`src/rtl/spi_dda_ctrl_if.sv`:
```
// -----------------------------------------------------------------------------
// spi_dda_ctrl_if
// SPI bus bundle between a host (master) and spi_dda_ctrl (slave).
//   sclk : SPI clock, driven by the host, asynchronous to the system clock
//   cs_n : chip select, active-low, driven by the host
//   mosi : host-to-device serial data
//   miso : device-to-host serial data
// -----------------------------------------------------------------------------
interface spi_dda_ctrl_if;
   logic sclk;
   logic cs_n;
   logic mosi;
   logic miso;

   modport master (output sclk, output cs_n, output mosi, input miso);
   modport slave  (input sclk, input cs_n, input mosi, output miso);
endinterface

```
`src/rtl/spi_dda_ctrl.sv`:
```
// -----------------------------------------------------------------------------
// spi_dda_ctrl
// SPI (mode 0, MSB first, 32-bit frames) control port for a Van der Pol DDA.
// Frame layout: [31:24] cmd, [23:16] ignored, [15:0] data. Commands execute on
// the synchronized cs_n rise of a frame of exactly 32 bits. During a frame the
// current {x,y} state is shifted out on miso.
// Ports:
//   clk, rst_n         : system clock, synchronous active-low reset
//   spi (slave)        : sclk / cs_n / mosi in, miso out
//   x, y               : current DDA state (read back over SPI)
//   mu, icx, icy       : parameter and initial-condition registers
//   load_ic            : one-cycle strobe to load the initial conditions
//   dda_en             : one-cycle DDA step strobe
//   busy               : stepping in progress
//   frame_err          : sticky bad-frame-length flag
// -----------------------------------------------------------------------------
module spi_dda_ctrl #(
   parameter int N        = 16,
   parameter int STEP_GAP = 3
) (
   input  logic          clk,
   input  logic          rst_n,
   spi_dda_ctrl_if.slave spi,
   input  logic [N-1:0]  x,
   input  logic [N-1:0]  y,
   output logic [N-1:0]  mu,
   output logic [N-1:0]  icx,
   output logic [N-1:0]  icy,
   output logic          load_ic,
   output logic          dda_en,
   output logic          busy,
   output logic          frame_err
);

   typedef enum logic {IDLE, SHIFT} rx_state_t;
   typedef enum logic [1:0] {S_IDLE, S_PULSE, S_GAP} st_state_t;

   localparam logic [15:0] GAP_INIT = (STEP_GAP > 0) ? 16'(STEP_GAP - 1) : '0;

   logic [2:0]  sclk_sync_q, cs_sync_q, sync_vld_q;
   logic [1:0]  mosi_sync_q;
   rx_state_t   rx_state_q, rx_state_d;
   st_state_t   st_state_q, st_state_d;
   logic [5:0]  bit_cnt_q, bit_cnt_d;
   logic [31:0] shift_q, shift_d;
   logic [31:0] shadow_q, shadow_d;
   logic [N-1:0] mu_q, mu_d, icx_q, icx_d, icy_q, icy_d;
   logic        load_ic_q, load_ic_d;
   logic        frame_err_q, frame_err_d;
   logic [15:0] steps_left_q, steps_left_d;
   logic [15:0] gap_q, gap_d;

   logic        sclk_rise, sclk_fall, cs_rise, cs_fall;
   logic        step_go, ic_go;
   logic [7:0]  cmd;
   logic [15:0] data;

   assign cmd  = shift_q[31:24];
   assign data = shift_q[15:0];

   assign sclk_rise = sclk_sync_q[1] & ~sclk_sync_q[2];
   assign sclk_fall = ~sclk_sync_q[1] & sclk_sync_q[2];
   assign cs_rise   = cs_sync_q[1] & ~cs_sync_q[2];
   // A fall only counts once cs_sync_q[2] holds a post-reset sample, so a
   // cs_n still low when reset releases cannot start a frame mid-transfer.
   assign cs_fall   = sync_vld_q[2] & cs_sync_q[2] & ~cs_sync_q[1];

   // Receiver / command decode
   always_comb begin
      rx_state_d  = rx_state_q;
      bit_cnt_d   = bit_cnt_q;
      shift_d     = shift_q;
      shadow_d    = shadow_q;
      mu_d        = mu_q;
      icx_d       = icx_q;
      icy_d       = icy_q;
      load_ic_d   = 1'b0;
      frame_err_d = frame_err_q;
      step_go     = 1'b0;
      ic_go       = 1'b0;
      case (rx_state_q)
         IDLE: begin
            if (cs_fall) begin
               rx_state_d = SHIFT;
               bit_cnt_d  = '0;
               shadow_d   = 32'({x, y});
            end
         end
         SHIFT: begin
            if (cs_rise) begin
               rx_state_d = IDLE;
               if (bit_cnt_q == 6'd32) begin
                  case (cmd)
                     8'h01: mu_d  = N'(data);
                     8'h02: icx_d = N'(data);
                     8'h03: icy_d = N'(data);
                     8'h04: begin
                        load_ic_d = 1'b1;
                        ic_go     = 1'b1;
                     end
                     8'h05: step_go = (data != '0);
                     8'h07: frame_err_d = 1'b0;
                     default: ;
                  endcase
               end else begin
                  frame_err_d = 1'b1;
               end
            end else begin
               if (sclk_rise) begin
                  shift_d = {shift_q[30:0], mosi_sync_q[1]};
                  if (bit_cnt_q != 6'd63) bit_cnt_d = bit_cnt_q + 6'd1;
               end
               if (sclk_fall) shadow_d = {shadow_q[30:0], 1'b0};
            end
         end
         default: rx_state_d = IDLE;
      endcase
   end

   // Stepper; a STEP or LOAD_IC command overrides whatever is in progress and
   // suppresses dda_en in its command cycle.
   always_comb begin
      st_state_d   = st_state_q;
      steps_left_d = steps_left_q;
      gap_d        = gap_q;
      dda_en       = 1'b0;
      if (ic_go) begin
         st_state_d   = S_IDLE;
         steps_left_d = '0;
      end else if (step_go) begin
         st_state_d   = S_PULSE;
         steps_left_d = data;
      end else begin
         case (st_state_q)
            S_PULSE: begin
               dda_en = 1'b1;
               if (steps_left_q != '0) steps_left_d = steps_left_q - 16'd1;
               if (steps_left_q <= 16'd1) begin
                  st_state_d = S_IDLE;
               end else if (STEP_GAP == 0) begin
                  st_state_d = S_PULSE;
               end else begin
                  st_state_d = S_GAP;
                  gap_d      = GAP_INIT;
               end
            end
            S_GAP: begin
               if (gap_q == '0) st_state_d = S_PULSE;
               else             gap_d = gap_q - 16'd1;
            end
            default: st_state_d = S_IDLE;
         endcase
      end
   end

   always_ff @(posedge clk) begin
      if (!rst_n) begin
         sclk_sync_q  <= '0;
         cs_sync_q    <= '1;
         mosi_sync_q  <= '0;
         sync_vld_q   <= '0;
         rx_state_q   <= IDLE;
         st_state_q   <= S_IDLE;
         bit_cnt_q    <= '0;
         shift_q      <= '0;
         shadow_q     <= '0;
         mu_q         <= N'(16'h4000);
         icx_q        <= N'(16'h3000);
         icy_q        <= N'(16'h3000);
         load_ic_q    <= 1'b0;
         frame_err_q  <= 1'b0;
         steps_left_q <= '0;
         gap_q        <= '0;
      end else begin
         sclk_sync_q  <= {sclk_sync_q[1:0], spi.sclk};
         cs_sync_q    <= {cs_sync_q[1:0], spi.cs_n};
         mosi_sync_q  <= {mosi_sync_q[0], spi.mosi};
         sync_vld_q   <= {sync_vld_q[1:0], 1'b1};
         rx_state_q   <= rx_state_d;
         st_state_q   <= st_state_d;
         bit_cnt_q    <= bit_cnt_d;
         shift_q      <= shift_d;
         shadow_q     <= shadow_d;
         mu_q         <= mu_d;
         icx_q        <= icx_d;
         icy_q        <= icy_d;
         load_ic_q    <= load_ic_d;
         frame_err_q  <= frame_err_d;
         steps_left_q <= steps_left_d;
         gap_q        <= gap_d;
      end
   end

   assign spi.miso  = (rx_state_q == SHIFT) ? shadow_q[31] : 1'b0;
   assign mu        = mu_q;
   assign icx       = icx_q;
   assign icy       = icy_q;
   assign load_ic   = load_ic_q;
   assign frame_err = frame_err_q;
   assign busy      = (st_state_q != S_IDLE);

endmodule
```
`src/flat_wrapper.sv`:
```
// flat-port wrapper written by rule: the top's interface ports become plain ports
module spi_dda_ctrl_flat 
#(
   parameter int N        = 16,
   parameter int STEP_GAP = 3
)
  (clk, rst_n, x, y, mu, icx, icy, load_ic, dda_en, busy, frame_err, spi_sclk, spi_cs_n, spi_mosi, spi_miso);
  spi_dda_ctrl_if spi_i ();
  input  logic clk;
  input  logic rst_n;
  input  logic [N-1:0] x;
  input  logic [N-1:0] y;
  output logic [N-1:0] mu;
  output logic [N-1:0] icx;
  output logic [N-1:0] icy;
  output logic load_ic;
  output logic dda_en;
  output logic busy;
  output logic frame_err;
  input wire logic [$bits(spi_i.sclk)-1:0] spi_sclk;
  input wire logic [$bits(spi_i.cs_n)-1:0] spi_cs_n;
  input wire logic [$bits(spi_i.mosi)-1:0] spi_mosi;
  output wire logic [$bits(spi_i.miso)-1:0] spi_miso;
  assign spi_i.sclk = spi_sclk;
  assign spi_i.cs_n = spi_cs_n;
  assign spi_i.mosi = spi_mosi;
  assign spi_miso = spi_i.miso;
  spi_dda_ctrl #(.N(N), .STEP_GAP(STEP_GAP)) u_core (.clk(clk), .rst_n(rst_n), .spi(spi_i), .x(x), .y(y), .mu(mu), .icx(icx), .icy(icy), .load_ic(load_ic), .dda_en(dda_en), .busy(busy), .frame_err(frame_err));
endmodule
```
`config.mk`:
```
export PLATFORM = sky130hd
export DESIGN_NAME = spi_dda_ctrl_flat
export DESIGN_NICKNAME = d
export VERILOG_FILES = /design/src/rtl/spi_dda_ctrl_if.sv /design/src/rtl/spi_dda_ctrl.sv /design/src/flat_wrapper.sv
export SDC_FILE = /design/constraint.sdc
export NUM_CORES = 1
export LEC_CHECK = 0
export BUFFER_PORTS_ARGS = -buffer_cell sky130_fd_sc_hd__buf_4
export CAP_MARGIN = 10
export CORE_MARGIN = 2
export CORE_UTILIZATION = 51
export DETAILED_ROUTE_END_ITERATION = 10
export PLACE_DENSITY = 0.71
export SLEW_MARGIN = 5
export SYNTH_ARGS = -nofsm -noshare
export SYNTH_HDL_FRONTEND = slang
export SYNTH_SLANG_ARGS = --single-unit
export TNS_END_PERCENT = 30
```
`constraint.sdc`:
```
create_clock -name clk -period 4.3 [get_ports clk]
set_input_delay 0.645 -clock clk [delete_from_list [all_inputs] [get_ports clk]]
set_output_delay 0.645 -clock clk [all_outputs]
set_load 0.05 [all_outputs]
```
==> impl_metrics.json <==
{
  "layout_common_cells": "sky130_fd_sc_hd__dfxtp_1 (165), sky130_fd_sc_hd__nand2_1 (156), sky130_fd_sc_hd__buf_4 (93)",
  "clkTransAtPathRegs_ns": 0.06,
  "multi_input_gate_area_um2": 3665,
  "grt_max_degree": 105,
  "cts_root_buffer": "sky130_fd_sc_hd__clkbuf_16",
  "start_util": 0.5250,
  "post-route-period-util": 0.7670,
  "min-delay-path-class": "register to register",
  "seq_area_frac_synth": 0.4543,
  "placementRows": 43,
  "worstPathRequired_ns": 3.65,
  "antenna_violating_nets_post_route": 0,
  "area_growth_pct": 17.38,
  "outcome": "finished, final reports clean",
  "post-route-drc-count": 0,
  "final.setup_skew_ns": 0.006988,
  "routed_vias_inst": 5.553,
  "drv_cap": 0,
  "pwr_density_cell_nw_per_um2": 365.2,
  "die_height_um": 123.8,
  "crit_fanout": 11,
  "numCtsBuffers": 17,
  "gr-max-usage-layer": "met2",
  "antenna_cells_inserted": 0,
  "detailroute.via_count": 5914,
  "commonest_non_fill_non_tap_cell_in_the_layout": "sky130_fd_sc_hd__dfxtp_1",
  "tns_ns": 0,
  "final_core_util": 0.6162,
  "routabilityCongestion": 0.8639,
  "crit_path_start_kind": "register",
  "synth_enable_flop_cells": 0,
  "syn_avg_cell_area_um2": 9.032,
  "drt_iter0_drc": 373,
  "yosys_register_bits": 166,
  "max-vdd-ir-drop_mv": 0.2495,
  "critPathCaptureType": "output pin",
  "clkSinkCount": 166,
  "mappedNetlistArea_um2": 7316,
  "final.hold.worst_slack_ns": 0.4071,
  "floorplan.die.width_um": 123.8,
  "dr.pass1.iters": 5,
  "worst-endpoint-arrival_ns": 2.65,
  "global_route.overflow_total": 0,
  "layout-drive-gt1-share": 0.1548,
  "worst_slew_slack_as_a_fraction_of_its_limit": 0.3330,
  "achievable-frequency_mhz": 303.2,
  "global_route_wire_length_before_repair_mm": 26.59,
  "static-leakage-power_nw": 3.656,
  "grt_pass1_vias": 5626,
  "die_area_um2": 15320,
  "synth_cell_types": 61,
  "clk_latency_ns": 0.42,
  "grtUsageMet1": 0.2813,
  "dominantRegCellSynth": "sky130_fd_sc_hd__dfxtp_1",
  "cts_max_level": 4,
  "slack_of_the_worst_reg_to_reg_path_ns": 1.39,
  "slew_at_the_pin_closest_to_its_max_slew_limit_ns": 0.9972,
  "groute.layer.met3.usage": 0.04762,
  "grt.met2_usage": 0.3626,
  "cts_hold_repair.buffers": 0,
  "place.detailed.hpwl_mm": 10.85,
  "final_net_count": 920,
  "final-seq-area_um2": 3324,
  "setup_repair_after_global_routing_missed_its_margin": "no",
  "crit_type": "register to output pin",
  "yosys_warnings": 0,
  "tritoncts": "built",
  "final_period_minus_worst_setup_slack_ns": 3.298,
  "globalRouteTotalUtil": 0.2182,
  "detail_route.wl_per_cell_um": 15.35,
  "cts_max_path_buffers": 2,
  "final_report_setup_violation_count": 0,
  "syn-instance-count": 810,
  "postSynth.asyncResetShare": 0,
  "numPortBuffers": 89,
  "cts_setup_buffers": 0,
  "core_region_area_um2": 13930,
  "detail_route.wirelength_mm": 16.35,
  "syn_nets": 857,
  "fill_cells": 1164,
  "maxSlewViolCount": 0,
  "io_pins": 90,
  "hold_viol": 0,
  "number_of_antenna_violations_at_the_first_check_in_global_routing": 0,
  "post_cts.resized_instances": 0
}
[where the power goes]
| part | switching [mW] | total, mW | internal, mW |
|---|---|---|---|
| Combinational | 0.0442 | 0.0862 | 0.0420 |
| Sequential | 0.00443 | 1.55 | 1.55 |
| Clock | 0.615 | 1.50 | 0.885 |
[per-stage QoR]
stage	setup slack, ns	total power, mW	area, um2	std cells
final	1.002	3.136	8587	1065
after global routing	0.9093	3.232	8587	1065
after CTS	1.012	3.157	8559	1064
after detailed placement	1.468	1.672	7976	1033
after global placement	1.531	1.669	7976	1033
after floorplan	1.775	1.634	7316	810
[routing by layer]
metal | share of wire | routed length, um
met5 | 0 | 0
met4 | 0.013 | 216
met2 | 0.49 | 7970
met1 | 0.46 | 7527
met3 | 0.039 | 638
[kinds of logic (layout without fill, tap and decap cells)]
kind of cell / after synthesis / in the layout / synth area share
xor+xnor: 24 / 24 / 0.02873
buf+inv: 67 / 142 / 0.04669
compound gates: 149 / 149 / 0.1461
fa+ha+maj: 10 / 10 / 0.01710
mux: 65 / 65 / 0.08893
simple gates: 329 / 329 / 0.2182
flops: 166 / 166 / 0.4543
[worst paths after layout]
| check | startpoint | to | depth (start not counted) |
|---|---|---|---|
| setup / recovery | u_core.bit_cnt_q[2]$_SDFFE_PN0P_ | dda_en | 6 |
| hold / removal | u_core.cs_sync_q[0]$_SDFF_PN1_ | u_core.cs_sync_q[1]$_SDFF_PN1_ | 1 |
| setup reg to reg | u_core.bit_cnt_q[2]$_SDFFE_PN0P_ | u_core.steps_left_q[2]$_SDFFE_PP0P_ | 5 |
| hold reg to reg | u_core.cs_sync_q[0]$_SDFF_PN1_ | u_core.cs_sync_q[1]$_SDFF_PN1_ | 1 |
[area by class of cell]
type	count	share of cell area
Multi-Input combinational cell	577	0.4268
Sequential cell	166	0.3871
Timing Repair Buffer	94	0.08451
Clock buffer	21	0.05362
Tap cell	180	0.02623
Clock inverter	10	0.01428
Inverter	17	0.007431
[worst max-delay path, stage by stage, from the launching register on]
cell,delay (ns)
sky130_fd_sc_hd__dfxtp_1,0.38
sky130_fd_sc_hd__or4b_4,0.58
sky130_fd_sc_hd__nor4_4,0.43
sky130_fd_sc_hd__a21boi_0,0.34
sky130_fd_sc_hd__buf_4,0.24
sky130_fd_sc_hd__nor2_1,0.07
sky130_fd_sc_hd__buf_4,0.19
[state kept, by name, indices dropped and copies added (netlist names)]
signal and count:
u_core.steps_left_q 16, u_core.icy 16, u_core.frame_err 1, u_core.st_state_q 2, u_core.sclk_sync_q 3, u_core.shift_q 32
u_core.icx 16, u_core.bit_cnt_q 6, u_core.rx_state_q 1, u_core.mu 16, u_core.gap_q 16, u_core.load_ic 1
u_core.mosi_sync_q 2, u_core.cs_sync_q 3, u_core.sync_vld_q 3, u_core.shadow_q 32
[Yosys cell counts (all sizes together) (2+ instances only)]
master / number / area, um2
a211oi: 4 / 30.03
a21boi: 37 / 277.8
a21oi: 36 / 180.2
and2: 9 / 56.30
and3: 4 / 26.28
buf: 16 / 123.9
clkbuf: 33 / 145.1
dfxtp: 166 / 3323
ha: 10 / 125.1
inv: 17 / 63.81
mux2i: 65 / 650.6
nand2: 156 / 585.6
nand2b: 5 / 31.28
nand3: 16 / 80.08
nand3b: 6 / 45.04
nand4: 10 / 62.56
nor2: 53 / 198.9
nor2b: 5 / 31.28
nor3: 12 / 71.32
nor3b: 3 / 22.52
nor4: 22 / 167.7
nor4b: 5 / 43.79
o211a: 31 / 310.3
o211ai: 2 / 15.01
o21a: 4 / 30.03
o21ai: 23 / 115.1
o221a: 2 / 22.52
or2: 4 / 25.03
or3: 9 / 56.30
or4: 5 / 41.29
or4b: 2 / 23.77
xnor2: 19 / 166.4
xor2: 5 / 43.79
Note: power is estimated with default switching activity, not from simulation.
